`src/rtl/vga_timing_pkg.sv`:
```
// Shared VGA timing definitions: per-axis timing record, standard modes and their totals.
package vga_timing_pkg;

    typedef struct packed {
        int active;
        int frontPorch;
        int synch;
        int backPorch;
    } axis_timing_t;

    // Full period of one axis, in pixels (horizontal) or lines (vertical).
    function automatic int axisTotal(input int active, input int frontPorch,
                                     input int synch, input int backPorch);
        return active + frontPorch + synch + backPorch;
    endfunction

    // 640x480 @ 60 Hz, 25.175 MHz pixel clock.
    localparam axis_timing_t VGA640_H = '{640, 16, 96, 48};
    localparam axis_timing_t VGA640_V = '{480, 10, 2, 33};
    localparam int VGA640_H_TOTAL = axisTotal(640, 16, 96, 48);
    localparam int VGA640_V_TOTAL = axisTotal(480, 10, 2, 33);

    // 800x600 @ 60 Hz, 40 MHz pixel clock.
    localparam axis_timing_t VGA800_H = '{800, 40, 128, 88};
    localparam axis_timing_t VGA800_V = '{600, 1, 4, 23};
    localparam int VGA800_H_TOTAL = axisTotal(800, 40, 128, 88);
    localparam int VGA800_V_TOTAL = axisTotal(600, 1, 4, 23);

endpackage

```
`src/rtl/vga_timing_gen_if.sv`:
```
// Timing bus between the generator (master) and a pixel pipeline consuming it (slave).
interface vga_timing_gen_if #(
    parameter int CNT_W = 12
);
    logic             enable;
    logic             h_synch;
    logic             v_synch;
    logic             blank;
    logic [CNT_W-1:0] pixel_count;
    logic [CNT_W-1:0] line_count;
    logic             line_start;
    logic             frame_start;

    modport master (
        input  enable,
        output h_synch, v_synch, blank, pixel_count, line_count, line_start, frame_start
    );

    modport slave (
        output enable,
        input  h_synch, v_synch, blank, pixel_count, line_count, line_start, frame_start
    );
endinterface

```
`src/rtl/vga_axis_counter.sv`:
```
// One timing axis: wrap counter plus registered sync decode. The next-count view is
// decoded so that the registered sync always describes the count shown in the same cycle.
module vga_axis_counter
    import vga_timing_pkg::*;
#(
    parameter int ACTIVE      = 640,
    parameter int FRONT_PORCH = 16,
    parameter int SYNCH       = 96,
    parameter int BACK_PORCH  = 48,
    parameter bit SYNCH_POL   = 1'b0,
    parameter int CNT_W       = 12
) (
    input  logic             clock,
    input  logic             reset,
    input  logic             advance_i,
    output logic [CNT_W-1:0] count_o,
    output logic             sync_o,
    output logic             nextActive_o,
    output logic             wrap_o
);

    localparam int TOTAL = axisTotal(ACTIVE, FRONT_PORCH, SYNCH, BACK_PORCH);
    localparam logic [CNT_W-1:0] LAST       = CNT_W'(TOTAL - 1);
    localparam logic [CNT_W-1:0] ACTIVE_END = CNT_W'(ACTIVE);
    localparam logic [CNT_W-1:0] SYNC_FIRST = CNT_W'(ACTIVE + FRONT_PORCH);
    localparam logic [CNT_W-1:0] SYNC_LAST  = CNT_W'(ACTIVE + FRONT_PORCH + SYNCH - 1);

    // A timing that cannot be counted in CNT_W bits, or has an empty porch/sync, is refused.
    generate
        if ((longint'(TOTAL) > (longint'(1) << CNT_W)) ||
            (FRONT_PORCH < 1) || (SYNCH < 1) || (BACK_PORCH < 1)) begin : gBadTiming
            $error("vga_axis_counter: illegal timing for CNT_W");
        end
    endgenerate

    logic [CNT_W-1:0] count_q, count_d;
    logic             sync_q, sync_d;

    // Next count, wrap detection, and decode of the position about to be shown.
    always_comb begin
        wrap_o  = advance_i && (count_q == LAST);
        count_d = count_q;
        if (advance_i) begin
            count_d = (count_q == LAST) ? '0 : count_q + CNT_W'(1);
        end
        sync_d       = ((count_d >= SYNC_FIRST) && (count_d <= SYNC_LAST)) ? SYNCH_POL : !SYNCH_POL;
        nextActive_o = (count_d < ACTIVE_END);
    end

    // Reset parks the axis on its last position so the first step lands on zero.
    always_ff @(posedge clock or negedge reset) begin
        if (!reset) begin
            count_q <= LAST;
            sync_q  <= !SYNCH_POL;
        end else begin
            count_q <= count_d;
            sync_q  <= sync_d;
        end
    end

    assign count_o = count_q;
    assign sync_o  = sync_q;

endmodule

```
`src/rtl/vga_timing_gen.sv`:
```
// VGA raster timing generator: horizontal and vertical axis counters plus aligned
// blanking and line/frame start pulses, all registered together.
module vga_timing_gen
    import vga_timing_pkg::*;
#(
    parameter int H_ACTIVE      = VGA640_H.active,
    parameter int H_FRONT_PORCH = VGA640_H.frontPorch,
    parameter int H_SYNCH       = VGA640_H.synch,
    parameter int H_BACK_PORCH  = VGA640_H.backPorch,
    parameter int V_ACTIVE      = VGA640_V.active,
    parameter int V_FRONT_PORCH = VGA640_V.frontPorch,
    parameter int V_SYNCH       = VGA640_V.synch,
    parameter int V_BACK_PORCH  = VGA640_V.backPorch,
    parameter bit H_SYNCH_POL   = 1'b0,
    parameter bit V_SYNCH_POL   = 1'b0,
    parameter int CNT_W         = 12
) (
    input logic              pixel_clock,
    input logic              reset,
    vga_timing_gen_if.master bus
);

    logic [CNT_W-1:0] hCount, vCount;
    logic             hSync, vSync;
    logic             hNextActive, vNextActive;
    logic             hWrap, vWrap;
    logic             blank_q, blank_d;
    logic             lineStart_q, lineStart_d;
    logic             frameStart_q, frameStart_d;

    vga_axis_counter #(
        .ACTIVE      (H_ACTIVE),
        .FRONT_PORCH (H_FRONT_PORCH),
        .SYNCH       (H_SYNCH),
        .BACK_PORCH  (H_BACK_PORCH),
        .SYNCH_POL   (H_SYNCH_POL),
        .CNT_W       (CNT_W)
    ) uHorizontal (
        .clock        (pixel_clock),
        .reset        (reset),
        .advance_i    (bus.enable),
        .count_o      (hCount),
        .sync_o       (hSync),
        .nextActive_o (hNextActive),
        .wrap_o       (hWrap)
    );

    vga_axis_counter #(
        .ACTIVE      (V_ACTIVE),
        .FRONT_PORCH (V_FRONT_PORCH),
        .SYNCH       (V_SYNCH),
        .BACK_PORCH  (V_BACK_PORCH),
        .SYNCH_POL   (V_SYNCH_POL),
        .CNT_W       (CNT_W)
    ) uVertical (
        .clock        (pixel_clock),
        .reset        (reset),
        .advance_i    (hWrap),
        .count_o      (vCount),
        .sync_o       (vSync),
        .nextActive_o (vNextActive),
        .wrap_o       (vWrap)
    );

    // A horizontal wrap is exactly the step onto pixel 0; a vertical wrap onto (0,0).
    always_comb begin
        blank_d      = !(hNextActive && vNextActive);
        lineStart_d  = hWrap;
        frameStart_d = vWrap;
    end

    // Register the composite signals in step with the axis counters.
    always_ff @(posedge pixel_clock or negedge reset) begin
        if (!reset) begin
            blank_q      <= 1'b1;
            lineStart_q  <= 1'b0;
            frameStart_q <= 1'b0;
        end else begin
            blank_q      <= blank_d;
            lineStart_q  <= lineStart_d;
            frameStart_q <= frameStart_d;
        end
    end

    assign bus.pixel_count = hCount;
    assign bus.line_count  = vCount;
    assign bus.h_synch     = hSync;
    assign bus.v_synch     = vSync;
    assign bus.blank       = blank_q;
    assign bus.line_start  = lineStart_q;
    assign bus.frame_start = frameStart_q;

endmodule

```
`src/flat_wrapper.sv`:
```
// flat-port wrapper written by rule: the top's interface ports become plain ports
module vga_timing_gen_flat import vga_timing_pkg::*;
#(
    parameter int H_ACTIVE      = VGA640_H.active,
    parameter int H_FRONT_PORCH = VGA640_H.frontPorch,
    parameter int H_SYNCH       = VGA640_H.synch,
    parameter int H_BACK_PORCH  = VGA640_H.backPorch,
    parameter int V_ACTIVE      = VGA640_V.active,
    parameter int V_FRONT_PORCH = VGA640_V.frontPorch,
    parameter int V_SYNCH       = VGA640_V.synch,
    parameter int V_BACK_PORCH  = VGA640_V.backPorch,
    parameter bit H_SYNCH_POL   = 1'b0,
    parameter bit V_SYNCH_POL   = 1'b0,
    parameter int CNT_W         = 12
)
  (pixel_clock, reset, bus_enable, bus_h_synch, bus_v_synch, bus_blank, bus_pixel_count, bus_line_count, bus_line_start, bus_frame_start);
  vga_timing_gen_if #(.CNT_W(CNT_W)) bus_i ();
  input logic pixel_clock;
  input logic reset;
  input wire logic [$bits(bus_i.enable)-1:0] bus_enable;
  output wire logic [$bits(bus_i.h_synch)-1:0] bus_h_synch;
  output wire logic [$bits(bus_i.v_synch)-1:0] bus_v_synch;
  output wire logic [$bits(bus_i.blank)-1:0] bus_blank;
  output wire logic [$bits(bus_i.pixel_count)-1:0] bus_pixel_count;
  output wire logic [$bits(bus_i.line_count)-1:0] bus_line_count;
  output wire logic [$bits(bus_i.line_start)-1:0] bus_line_start;
  output wire logic [$bits(bus_i.frame_start)-1:0] bus_frame_start;
  assign bus_i.enable = bus_enable;
  assign bus_h_synch = bus_i.h_synch;
  assign bus_v_synch = bus_i.v_synch;
  assign bus_blank = bus_i.blank;
  assign bus_pixel_count = bus_i.pixel_count;
  assign bus_line_count = bus_i.line_count;
  assign bus_line_start = bus_i.line_start;
  assign bus_frame_start = bus_i.frame_start;
  vga_timing_gen #(.H_ACTIVE(H_ACTIVE), .H_FRONT_PORCH(H_FRONT_PORCH), .H_SYNCH(H_SYNCH), .H_BACK_PORCH(H_BACK_PORCH), .V_ACTIVE(V_ACTIVE), .V_FRONT_PORCH(V_FRONT_PORCH), .V_SYNCH(V_SYNCH), .V_BACK_PORCH(V_BACK_PORCH), .H_SYNCH_POL(H_SYNCH_POL), .V_SYNCH_POL(V_SYNCH_POL), .CNT_W(CNT_W)) u_core (.pixel_clock(pixel_clock), .reset(reset), .bus(bus_i));
endmodule
```
`config.mk`:
```
export PLATFORM = sky130hd
export DESIGN_NAME = vga_timing_gen_flat
export DESIGN_NICKNAME = d
export VERILOG_FILES = /design/src/rtl/vga_timing_pkg.sv /design/src/rtl/vga_timing_gen_if.sv /design/src/rtl/vga_axis_counter.sv /design/src/rtl/vga_timing_gen.sv /design/src/flat_wrapper.sv
export SDC_FILE = /design/constraint.sdc
export NUM_CORES = 1
export LEC_CHECK = 0
export BUFFER_PORTS_ARGS = -buffer_cell sky130_fd_sc_hd__buf_2
export CAP_MARGIN = 10
export CORE_MARGIN = 3
export CORE_UTILIZATION = 25
export DETAILED_ROUTE_END_ITERATION = 10
export SYNTH_ARGS = -nofsm -noshare
export SYNTH_HDL_FRONTEND = slang
export SYNTH_SLANG_ARGS = --single-unit
export TNS_END_PERCENT = 30
```
`constraint.sdc`:
```
create_clock -name pixel_clock -period 3 [get_ports pixel_clock]
set_input_delay 0.15 -clock pixel_clock [delete_from_list [all_inputs] [get_ports pixel_clock]]
set_output_delay 0.15 -clock pixel_clock [all_outputs]
set_load 0.1 [all_outputs]
```
==> impl_metrics.py <==
metrics = {
    "critical_path": {
        "crit_buf_inv": 1,
        "endpoint": "u_core.bus.blank$_DFF_PN1_",
        "r2r_end": "u_core.bus.blank$_DFF_PN1_",
        "worstSetupPathDepth": 8,
        "start_kind": "flop",
        "r2r_start": "u_core.uVertical.count_o[0]$_DFF_PN0_",
        "required_ns": 3.20,
        "cp_max_fo": 7,
        "cp.arrival_ns": 2.68,
        "critPathSlowestCell": "or4b_1",
        "regToRegSetupSlack_ns": 0.52,
        "crit_type": "reg -> reg",
        "crit_family": "simple AND/OR/NAND/NOR gates",
        "slowest_delay_ns": 0.51,
        "crit_chain": "inv_1, ha_1, nor3b_1, nand4_2, a21o_1, a22o_1, or2_0, or4b_1",
        "cp-end-kind": "flop",
        "r2r_cells": 8,
        "crit_path_start": "u_core.uVertical.count_o[0]$_DFF_PN0_",
    },
    "clock_tree": {
        "clock_path_buffers": 2,
        "cts_resized": 0,
        "clk_pin_slew_ns": 0.07,
        "post_cts_buffers": 0,
        "clock-root-buffer": "clkbuf_8",
        "htreeDepth": 2,
        "clk_latency_ns": 0.29,
        "hold_buffers": 1,
        "cts_buffers": 5,
        "tritoncts": "yes",
        "clock-sinks": 29,
    },
    "run": {
        "maxCapViolCount": 0,
    },
    "layout": {
        "drive_gt1_frac": 0.286,
        "area_growth_pct": 21.6,
        "diodes": 0,
        "finalNonFillerCells": 281,
        "finalNetCount": 211,
        "n_fill_cell": 646,
    },
    "floorplan": {
        "start_util": 0.264,
        "core_area_mm2": 0.00606,
        "io_pins": 32,
        "rows": 28,
        "dieHeight_um": 86.0,
        "die_w_um": 86.0,
        "die_area_mm2": 0.00740,
    },
    "synth": {
        "synth_cell_type_count": 42,
        "synth_cells": 170,
        "yosysTopAreaCellShare": 0.250,
        "synth_nets": 176,
        "syn_area_mm2": 0.00160,
        "synth_area_leaders": "dfrtp_1 (25%), dfstp_2 (21%), xnor2_1 (4.4%)",
        "synth_edf_count": 0,
        "syn_avg_cell_area_um2": 9.42,
        "synth-seq-cells": 29,
        "yosysSeqAreaShare": 0.463,
        "synth_top_cell_by_area": "dfrtp_1",
        "synth-main-ff-cell": "dfrtp_1",
        "async_flop_share": 1.00,
        "yosys_warnings": 0,
    },
    "detailed_routing": {
        "routed-wl-met2_um": 1810,
        "wire_per_inst_um": 14.2,
        "drc": 0,
        "vias": 1373,
        "ant_nets": 0,
        "routed_wl_um": 3980,
        "first_pass_iters": 4,
        "vias_per_cell": 4.89,
        "m1WireLength_um": 1890,
        "drt_iter0_markers": 117,
        "route.met3.wl_um": 185,
        "highest_layer": "met4",
    },
    "timing": {
        "fin_tns_setup_ns": 0,
        "timing.hold.ws_ns": 0.149,
        "fmax_mhz": 404,
        "worst_pin_slew_ns": 0.660,
        "finalMaxSlewViolations": 0,
        "clock_skew_ns": 0.00617,
        "hold_violations": 0,
        "finalCritPeriodShare": 0.825,
        "slew_headroom": 0.560,
        "rsz0062_at_grt": "no",
        "finalSetupViolations": 0,
        "period_needed_ns": 2.48,
    },
    "placed_design": {
        "globalplace.congestion": 0.776,
        "place_inst": 272,
        "dp_hpwl_um": 2870,
        "port-buffer-count": 31,
    },
    "hold_path": {
        "holdCritPathClass": "in -> reg",
    },
    "global_routing": {
        "grt_usage": 0.118,
        "grt_pass1_vias": 1302,
        "grt_max_degree": 30,
        "grt_first_pass_wirelength_um": 6680,
        "grt-ovfl-total": 0,
        "antenna_found_initial": 0,
    },
    "pwr": {
        "peakVddDrop_v": 0.000657,
        "p_leak_nw": 0.869,
        "total_power_mw": 1.41,
        "power.density_mw_per_mm2": 725,
    },
    "status": {
        "status": "finished, final reports clean",
    },
}
## cells in the final DEF, fill, tap and decap left out, types with 2 or more instances in the layout
master    netlist  layout
buf_2           4      31
dfstp_2        13      13
a32oi_1         2       2
xor2_1          8       8
clkbuf_8        0       7
nor3_1          8       8
mux2i_1         3       3
nand2_1        17      17
nor4_1          2       2
buf_4           0       2
nor2_1         18      18
or3_1           2       2
dfrtp_1        16      16
nand3_1         9       9
a21oi_1         5       5
ha_1            3       3
and2_1          4       4
o21ai_0        10      10
xnor2_1         8       8
and4_1          3       3
nand4_1         7       7
inv_1           6       6
## worst min-delay path, cell delays in order
cell and delay (ns):
buf_2 0.14, nand2_1 0.08, xnor2_1 0.06
## registers in the layout (all words and copies together), names as in the netlist
register	cells
u_core.bus.line_start	1
u_core.bus.frame_start	1
u_core.bus.blank	1
u_core.uHorizontal.sync_o	1
u_core.uVertical.sync_o	1
u_core.uHorizontal.count_o	12
u_core.uVertical.count_o	12
## layout make-up
cell class | instances | area [µm²] | area share
well taps | 75 | 93.8 | 0.0482
repair buffers | 34 | 180 | 0.0925
multi-input cells | 128 | 805 | 0.413
flip-flops and latches | 29 | 742 | 0.381
inverters | 7 | 26.3 | 0.0135
clock buffers | 7 | 96.3 | 0.0495
clock inverters | 1 | 5.00 | 0.00257
## logic make-up after synthesis
group           synth area share
compound gates            0.0859
flops                      0.463
simple gates               0.287
fa+ha+maj                 0.0234
xor+xnor                  0.0875
buf+inv                   0.0344
mux                       0.0188
## layer usage
metal  vias up  global-route usage
met5         -                   0
met1       659               0.155
met4         0              0.0561
met2        31               0.174
li1        674                   -
met3         9              0.0375
## worst min path at each step
stage	start	endpoint	slack (ns)	depth (start not counted)
finish	bus_enable	u_core.uHorizontal.count_o[2]$_DFF_PN1_	0.15	3
global route	bus_enable	u_core.uHorizontal.count_o[2]$_DFF_PN1_	0.16	3
CTS	bus_enable	u_core.uHorizontal.count_o[2]$_DFF_PN1_	0.13	3
detailed placement	reset	u_core.uVertical.count_o[6]$_DFF_PN0_	0.23	1
global placement	reset	u_core.uVertical.count_o[6]$_DFF_PN0_	0.22	1
floorplan	reset	u_core.bus.frame_start$_DFF_PN0_	-0.15	0
## stage by stage
step	setup slack [ns]	area, µm²	utilization
floorplan	0.0817	1600	-
global placement	0.578	1840	0.303
detailed placement	0.555	1840	0.303
CTS	0.541	1950	0.321
global route	0.434	1950	0.321
finish	0.524	1950	0.321
## power breakdown
group	switching, mW	internal (mW)	total (mW)
Combinational	0.428	0.0903	0.518
Sequential	0.0601	0.465	0.525
Clock	0.162	0.207	0.369
## synthesized netlist by cell type, types with 2 or more instances
master	n
nor2_1	18
inv_1	6
nor4_1	2
o21ai_0	10
nand4_1	7
nand3_1	9
a32oi_1	2
a21oi_1	5
dfstp_2	13
mux2i_1	3
ha_1	3
dfrtp_1	16
and2_1	4
or3_1	2
xor2_1	8
and4_1	3
buf_2	4
nor3_1	8
xnor2_1	8
nand2_1	17
No activity file was read; power rests on OpenSTA's default activity.
